## src/rtl/riscv_pkg.sv

```systemverilog
// Shared branch-resolution types: funct3 branch encodings and the ID/EX control slice.
package riscv_pkg;

    typedef enum logic [2:0] {
        BEQ  = 3'b000,
        BNE  = 3'b001,
        BLT  = 3'b100,
        BGE  = 3'b101,
        BLTU = 3'b110,
        BGEU = 3'b111
    } br_funct3_e;

    typedef struct packed {
        logic       valid;
        logic       branch;
        logic       jump;
        logic       jump_reg;
        logic [2:0] funct3;
        logic       pred_taken;
    } ex_ctrl_t;

endpackage

```

## src/rtl/ex_branch_resolver_branch_cmp.sv

```systemverilog
// Combinational branch condition evaluator; reserved funct3 codes resolve not-taken and flag illegal.
module branch_cmp
    import riscv_pkg::*;
#(
    parameter int unsigned XLEN = 32
) (
    input  logic [2:0]      funct3,
    input  logic [XLEN-1:0] a,
    input  logic [XLEN-1:0] b,
    output logic            taken,
    output logic            illegal
);

    always_comb begin
        taken   = 1'b0;
        illegal = 1'b0;
        case (funct3)
            BEQ:     taken = (a == b);
            BNE:     taken = (a != b);
            BLT:     taken = ($signed(a) <  $signed(b));
            BGE:     taken = ($signed(a) >= $signed(b));
            BLTU:    taken = (a <  b);
            BGEU:    taken = (a >= b);
            default: illegal = 1'b1;
        endcase
    end

endmodule

```

## src/rtl/ex_branch_resolver.sv

```systemverilog
// EX-stage branch/jump resolver: ID/EX control register, misprediction redirect, saturating perf counters.
module ex_branch_resolver
    import riscv_pkg::*;
#(
    parameter int unsigned XLEN  = 32,
    parameter int unsigned CNT_W = 32
) (
    input  logic             clk,
    input  logic             reset,
    input  logic             stall_e,
    input  logic             flush_e,
    input  logic             valid_d,
    input  logic             Branch_d,
    input  logic             Jump_d,
    input  logic             JumpReg_d,
    input  logic [2:0]       funct3_d,
    input  logic             pred_taken_d,
    input  logic [XLEN-1:0]  pc_d,
    input  logic [XLEN-1:0]  imm_d,
    input  logic [XLEN-1:0]  src_a_e,
    input  logic [XLEN-1:0]  src_b_e,
    output logic             redirect_e,
    output logic [XLEN-1:0]  redirect_pc_e,
    output logic             flush_fd,
    output logic             illegal_br_e,
    output logic [CNT_W-1:0] branch_cnt,
    output logic [CNT_W-1:0] mispred_cnt
);

    ex_ctrl_t         ctrl_q, ctrl_d;
    logic [XLEN-1:0]  pc_e_q, pc_e_d;
    logic [XLEN-1:0]  imm_e_q, imm_e_d;
    logic [CNT_W-1:0] branch_cnt_q, branch_cnt_d;
    logic [CNT_W-1:0] mispred_cnt_q, mispred_cnt_d;

    logic             cond_taken;
    logic             cond_illegal;
    logic [XLEN-1:0]  taken_tgt;
    logic [XLEN-1:0]  seq_pc;
    logic [XLEN-1:0]  jalr_sum;
    logic [XLEN-1:0]  jalr_tgt;
    logic             leaving;

    branch_cmp #(
        .XLEN (XLEN)
    ) u_branch_cmp (
        .funct3  (ctrl_q.funct3),
        .a       (src_a_e),
        .b       (src_b_e),
        .taken   (cond_taken),
        .illegal (cond_illegal)
    );

    assign taken_tgt = pc_e_q + imm_e_q;
    assign seq_pc    = pc_e_q + XLEN'(4);
    assign jalr_sum  = src_a_e + imm_e_q;
    assign jalr_tgt  = {jalr_sum[XLEN-1:1], 1'b0};

    // JumpReg outranks Jump, which outranks Branch, when decode sets several.
    always_comb begin
        redirect_e    = 1'b0;
        redirect_pc_e = '0;
        if (ctrl_q.valid) begin
            if (ctrl_q.jump_reg) begin
                redirect_e    = 1'b1;
                redirect_pc_e = jalr_tgt;
            end else if (ctrl_q.jump) begin
                if (!ctrl_q.pred_taken) begin
                    redirect_e    = 1'b1;
                    redirect_pc_e = taken_tgt;
                end
            end else if (ctrl_q.branch) begin
                if (cond_taken && !ctrl_q.pred_taken) begin
                    redirect_e    = 1'b1;
                    redirect_pc_e = taken_tgt;
                end else if (!cond_taken && ctrl_q.pred_taken) begin
                    redirect_e    = 1'b1;
                    redirect_pc_e = seq_pc;
                end
            end
        end
    end

    assign flush_fd     = redirect_e;
    assign illegal_br_e = ctrl_q.valid & ctrl_q.branch & cond_illegal;

    // A redirect squashes the wrong-path instruction currently in ID.
    always_comb begin
        ctrl_d  = ctrl_q;
        pc_e_d  = pc_e_q;
        imm_e_d = imm_e_q;
        if (!stall_e) begin
            if (flush_e || redirect_e) begin
                ctrl_d = '0;
            end else begin
                ctrl_d.valid      = valid_d;
                ctrl_d.branch     = Branch_d;
                ctrl_d.jump       = Jump_d;
                ctrl_d.jump_reg   = JumpReg_d;
                ctrl_d.funct3     = funct3_d;
                ctrl_d.pred_taken = pred_taken_d;
                pc_e_d            = pc_d;
                imm_e_d           = imm_d;
            end
        end
    end

    assign leaving = ctrl_q.valid & ~stall_e;

    always_comb begin
        branch_cnt_d  = branch_cnt_q;
        mispred_cnt_d = mispred_cnt_q;
        if (leaving && ctrl_q.branch && (branch_cnt_q != '1)) begin
            branch_cnt_d = branch_cnt_q + CNT_W'(1);
        end
        if (leaving && redirect_e && (mispred_cnt_q != '1)) begin
            mispred_cnt_d = mispred_cnt_q + CNT_W'(1);
        end
    end

    always_ff @(posedge clk) begin
        if (reset) begin
            ctrl_q        <= '0;
            pc_e_q        <= '0;
            imm_e_q       <= '0;
            branch_cnt_q  <= '0;
            mispred_cnt_q <= '0;
        end else begin
            ctrl_q        <= ctrl_d;
            pc_e_q        <= pc_e_d;
            imm_e_q       <= imm_e_d;
            branch_cnt_q  <= branch_cnt_d;
            mispred_cnt_q <= mispred_cnt_d;
        end
    end

    assign branch_cnt  = branch_cnt_q;
    assign mispred_cnt = mispred_cnt_q;

endmodule

```

## config.mk

```make
export PLATFORM = sky130hd
export DESIGN_NAME = ex_branch_resolver
export DESIGN_NICKNAME = d
export VERILOG_FILES = /design/src/rtl/riscv_pkg.sv /design/src/rtl/ex_branch_resolver_branch_cmp.sv /design/src/rtl/ex_branch_resolver.sv
export SDC_FILE = /design/constraint.sdc
export NUM_CORES = 1
export LEC_CHECK = 0
export CAP_MARGIN = 20
export CORE_MARGIN = 1
export CORE_UTILIZATION = 38
export CTS_CLUSTER_DIAMETER = 60
export DETAILED_ROUTE_END_ITERATION = 10
export PLACE_DENSITY_LB_ADDON = 0.3
export SLEW_MARGIN = 20
export SYNTH_ARGS = -nofsm -noshare
export SYNTH_HDL_FRONTEND = slang
export SYNTH_SLANG_ARGS = --single-unit
```

## constraint.sdc

```tcl
create_clock -name clk -period 8.7 [get_ports clk]
set_clock_uncertainty 0.2 [all_clocks]
set_input_delay 1.305 -clock clk [delete_from_list [all_inputs] [get_ports clk]]
set_output_delay 1.305 -clock clk [all_outputs]
set_load 0.03 [all_outputs]
```

======== Yosys cells after proc, flatten, opt, wreduce, memory -nomap -nowiden ========
Index checks and enable logic that the tools add are counted.
storage, ports and cells
  flip-flop bits (word level) ............. 136
  bits in latches ......................... 0
  memory bits (writable) .................. 0
  ROM bits ................................ 0
  input bits .............................. 140
  output and inout port bits .............. 99
  logic and storage cells ................. 62
  memories ................................ 0
cells by class
  add/sub/neg operators ................... 5
  multipliers ............................. 0
  divide/modulo/power cells ............... 0
  magnitude comparators ................... 4
  equality and inequality tests ........... 9
  shift operators ......................... 0
  multiplexer cells ....................... 17
  bitwise operators ....................... 5
  reduce and logical (&&, ||, !) cells .... 12
operator list
  cell                                                  count
  2-to-1 mux 32 bit                                     7
  adder 32 x 1 -> 32 bit (second input constant)        2
  adder 32 bit                                          2
  greater-or-equal comparator 32 bit                    2
  less-than comparator 32 bit                           2
  inequality test 32 bit (second input constant)        2
  adder 32 x 3 -> 32 bit (second input constant)        1
  equality test 32 bit                                  1
  inequality test 32 bit                                1
  equality test 3 bit (second input constant)           4
  2-to-1 mux 1 bit                                      8
  2-to-1 mux 8 bit                                      1
  logical AND 1 bit                                     6
  one-hot mux 1 bit (6 select lines)                    1
  OR reduction 6 bit                                    1
  bitwise AND 1 bit                                     3
  equality test 3 x 1 -> 1 bit (second input constant)  1
  zero test 3 bit                                       1
  zero test 1 bit                                       2
  inverter 1 bit                                        2
  AND reduction 2 bit                                   1
  logical OR 1 bit                                      1

======== Logic depth before layout (Yosys ltp) ========
  depth in word-level cells ............... 13
  depth in mapped cells ................... 20
  mapped depth without buffers ............ 19

======== Modules after synthesis ========
From an unflattened synthesis, not the netlist that was laid out.
second synthesis, totals
  cells, all modules ...................... 1381
  area total of the unflattened synthesis .. 10461.3 um^2
by module, submodules not included
  module              times used  cells an instance  area each (um^2)  seq. area each (um^2)
  ex_branch_resolver  1           1252               9531.6            2722.6
  branch_cmp          1           129                929.6             0.0

======== Worst setup path before layout ========
OpenSTA, ideal clock, no wires.
  kind .................................... in2out
  start point ............................. input port src_b_e[25]
  end point ............................... output port redirect_pc_e[4]
  arrival ................................. 5.020 ns
  required time ........................... 7.195 ns
  setup slack ............................. 2.175 ns
  stages .................................. 15
  path buffers ............................ 1
  path through ............................ inv_1 ha_1 a21o_1 a21o_1 a211oi_1 o21ai_0 a221oi_1 nand3_1 a2111oi_0 and2_1 ha_1 a21o_1 clkbuf_1 a221oi_1 a211oi_1
between the ends
  longest elaborated chain between the ends .. 10
  elaborated cells between the ends (all ways) .. 16
  classes of those cells .................. 4 x order compare; 2 x eq/ne; 7 x mux; 3 x reduce/logical
RTL lines
  element                                                           RTL line                             text
  start, declared                                                   ex_branch_resolver.sv:21             input logic [XLEN-1:0] src_b_e,
  greater-or-equal comparator 32 bit, or another cell as far along  ex_branch_resolver_branch_cmp.sv:23  BGEU: taken = (a >= b);
  one-hot mux 1 bit (6 select lines) (*)                            ex_branch_resolver_branch_cmp.sv:17  case (funct3)
  zero test 1 bit                                                   ex_branch_resolver.sv:76             end else if (!cond_taken && ctrl_q.pred_taken) begin
  logical AND 1 bit                                                 ex_branch_resolver.sv:76
  2-to-1 mux 32 bit                                                 ex_branch_resolver.sv:76
  2-to-1 mux 32 bit (*)                                             ex_branch_resolver.sv:73             if (cond_taken && !ctrl_q.pred_taken) begin
  2-to-1 mux 32 bit (*)                                             ex_branch_resolver.sv:72             end else if (ctrl_q.branch) begin
  2-to-1 mux 32 bit (*)                                             ex_branch_resolver.sv:67             end else if (ctrl_q.jump) begin
  2-to-1 mux 32 bit (*)                                             ex_branch_resolver.sv:64             if (ctrl_q.jump_reg) begin
  2-to-1 mux 32 bit (*)                                             ex_branch_resolver.sv:63             if (ctrl_q.valid) begin
  end, declared                                                     ex_branch_resolver.sv:23             output logic [XLEN-1:0] redirect_pc_e,
Every way passes the cells marked *; elsewhere a longest branch is shown, timed or not.

======== Worst setup path in the final report ========
  start point ............................. input port src_b_e[25]
  end point ............................... output port redirect_pc_e[20]
Same word-level chain as after synthesis.

==> reports/results.txt <==
status = complete, no violations
Residual DRC = 0
ys async rst share = 0%
largest net degree at the start of global routing = 86
Overall Global Routing Usage = 24.8%
distinct cell type count after synthesis = 80
Worst path slowest cell = clkdlybuf4s50_1
Fin Setup TNS = 0 ns
Crit path arrival time = 6.63 ns
Yosys warning total = 0
Setup CP Type = in -> out
H-tree levels = 4
RSZ-0062 raised after global routing = no
# IOs = 239
CP Capture Type = primary output
Worst Path Max Fanout = 19
clock buffer count from CTS = 17
crit-path max cell delay = 0.75 ns
wire per inst = 18.0 um
Peak VDD IR = 96.8 uV
cell repeated most along the worst path = a21o_1
Die ar. = 29500 um^2
Lkg Pwr = 5.54 nW
Final setup viols = 0
power density cells = 121 nW/um^2
Layout Utilization = 50.6%
core area = 28100 um^2
post-CTS resize count = 0
Initial Util = 39.0%
n_diodes = 0
Synth Area per Inst = 7.48 um^2
Final HPWL DP = 28700 um
clock buffer depth = 2
CTS Sinks = 136
vias per std cell = 5.59
Synth Register Bits = 136
layout cell share with drive strength beyond 1 = 4.28%
worst slew pin tran = 0.916 ns
global-route wire length before repair = 57300 um
synthesized cell area = 11000 um^2
Worst Setup SP = src_b_e[25]
clock latency on the worst-skew pair = 0.43 ns
Post-CTS Hold Buffers = 0
Row Count = 61
CP cell instances = clkdlybuf4s50_1, inv_1, ha_1, a21o_1, a21o_1, a211oi_1, o21ai_0, a221oi_1, nand3_1, a2111oi_0, and2_1, ha_1, a21o_1, buf_4, and2_1, mux2i_1, a221oi_1, clkdlybuf4s50_1
port bufs = 238
r2r startpoint = ctrl_q[1]$_SDFFE_PP0N_
Hold/Removal Path Class = reg -> reg
Root Driver = clkbuf_16
Final Net Count = 1910
Slew headroom = 38.9%
Most used DFF post-synth = dfxtp_1
area of the multi-input gates = 7790 um^2
routability cong. = 0.940
Max Slew Vio Count = 0
Post CTS Setup Buffer Count = 0
final worst path period share = 93.5%
sequential share of the synthesized area = 24.8%
crit start category = primary input
number of global-route vias before repair = 10600
Layout area overhead = 29.7%
register area = 2720 um^2
fillers = 2767
initial antenna violation count = 1
WP data required = 7.19 ns
CTS tree = built
Worst Reg-to-Reg Cells = 14
Post-Synthesis Cells = 1466
Routed WL = 37000 um
Fmax = 123 MHz
number of synthesized flops with an enable pin = 0
Hold Violations, Final = 0
post-synthesis net count = 1706
DRT Pass-1 Iters = 5
Die Y = 172 um
Max Cap Viol = 0
DRT iter0 DRCs = 868
Post-DRT Antenna Nets = 0
Tmin final = 8.13 ns
Die Wd = 172 um
worst reg2reg endpoint = mispred_cnt[30]$_SDFFE_PP0P_
via count = 11500
Congestion Overflow GR = 0
Reg2Reg Setup Slack = 4.41 ns
Clock transition at path regs = 0.06 ns
crit path to = redirect_pc_e[20]
[worst min path at each step]
stage	from	to	slack (ns)	cells after the start
after floorplan	pc_e_q[0]$_SDFFE_PP0P_	pc_e_q[0]$_SDFFE_PP0P_	0.25	2
after global placement	pc_e_q[0]$_SDFFE_PP0P_	pc_e_q[0]$_SDFFE_PP0P_	0.27	2
after detailed placement	pc_e_q[0]$_SDFFE_PP0P_	pc_e_q[0]$_SDFFE_PP0P_	0.27	2
after CTS	pc_e_q[0]$_SDFFE_PP0P_	pc_e_q[0]$_SDFFE_PP0P_	0.28	2
after global routing	imm_e_q[4]$_SDFFE_PP0P_	imm_e_q[4]$_SDFFE_PP0P_	0.31	2
final	pc_e_q[0]$_SDFFE_PP0P_	pc_e_q[0]$_SDFFE_PP0P_	0.28	2
[layout make-up]
type | count | area share (%)
Timing Repair Buffer | 246 | 17.2
Clock buffer | 19 | 3.12
Clock inverter | 13 | 0.924
Inverter | 57 | 1.50
Multi-Input combinational cell | 1212 | 54.8
Tap cell | 378 | 3.33
Sequential cell | 136 | 19.2
[metrics by stage]
stage	setup WS (ns)	instance area [um^2]	cells	hold slack, ns	power, mW
2_1_floorplan	2.18	11000	1466	0.254	0.868
3_3_place_gp	0.823	13600	2029	0.270	1.00
3_5_place_dp	0.591	13600	2029	0.272	1.00
4_1_cts	0.585	14200	2061	0.281	1.73
5_1_grt	0.112	14200	2061	0.314	1.80
6_report	0.567	14200	2061	0.277	1.72
[report_power, final]
| part | total [mW] | switching, mW | internal, mW |
|---|---|---|---|
| clock | 0.725 | 0.315 | 0.410 |
| combinational | 0.331 | 0.176 | 0.154 |
| sequential | 0.664 | 0.0265 | 0.638 |
| total | 1.72 | 0.517 | 1.20 |
[cells in the final DEF (no fill, tap or decap), drive strengths merged, types with 24 or more instances in the layout]
cell type / count
inv: 65
a211oi: 27
dfxtp: 136
nand2: 228
or3: 30
a21oi: 167
xnor2: 61
a21o: 38
clkdlybuf4s50: 237
o21ai: 66
nor2: 116
nand4: 38
ha: 98
xor2: 48
nor3: 24
nand3: 36
[cell usage after synthesis (8+ instances only)]
library cell	n	area, um^2
a211oi_1	23	173
a21o_1	38	285
a21oi_1	166	831
a221oi_1	14	123
a22oi_1	15	113
and2_1	20	125
and3_1	22	138
and4_1	13	114
clkbuf_1	55	206
dfxtp_1	136	2720
ha_1	98	1230
inv_1	57	214
nand2_1	227	852
nand2b_1	8	50.1
nand3_1	36	180
nand4_1	38	238
nor2_1	116	435
nor3_1	23	115
nor4_1	10	62.6
o211ai_1	8	60.1
o21a_1	14	105
o21ai_0	63	315
or3_1	30	188
xnor2_1	61	534
xor2_1	48	420
[critical path, delay by kind of cell]
| kind | cells | cell delay (ns) |
|---|---|---|
| buffers and inverters | 4 | 1.57 |
| AND/OR/NAND/NOR | 3 | 0.62 |
| adder cells (fa/ha/maj) | 2 | 0.52 |
| AO/OA/AOI/OAI | 8 | 2.54 |
| multiplexers | 1 | 0.06 |
[logic make-up (layout without fill, tap and decap cells)]
family                   after synthesis  in the layout  synth area share, %
AND/OR/NAND/NOR                      573            573                 25.0
multiplexers                           7              7                0.651
XOR/XNOR                             109            109                 8.71
flip-flops                           136            136                 24.8
buffers and inverters                118            335                 4.16
adder cells (fa/ha/maj)              100            100                 11.6
AO/OA/AOI/OAI                        423            423                 25.1
[flip-flops by register name, indices dropped and copies added, names as in the netlist]
name         cells
imm_e_q         32
mispred_cnt     32
ctrl_q           8
pc_e_q          32
branch_cnt      32
[routing by layer]
metal / track usage (%) / vias up / routed length (um)
li1: - / 5732 / -
met1: 33.4 / 5381 / 17000
met2: 40.3 / 389 / 16400
met3: 5.94 / 25 / 3300
met4: 4.58 / 0 / 338
met5: 0 / - / 0
Power figures use the tool's default switching activity.
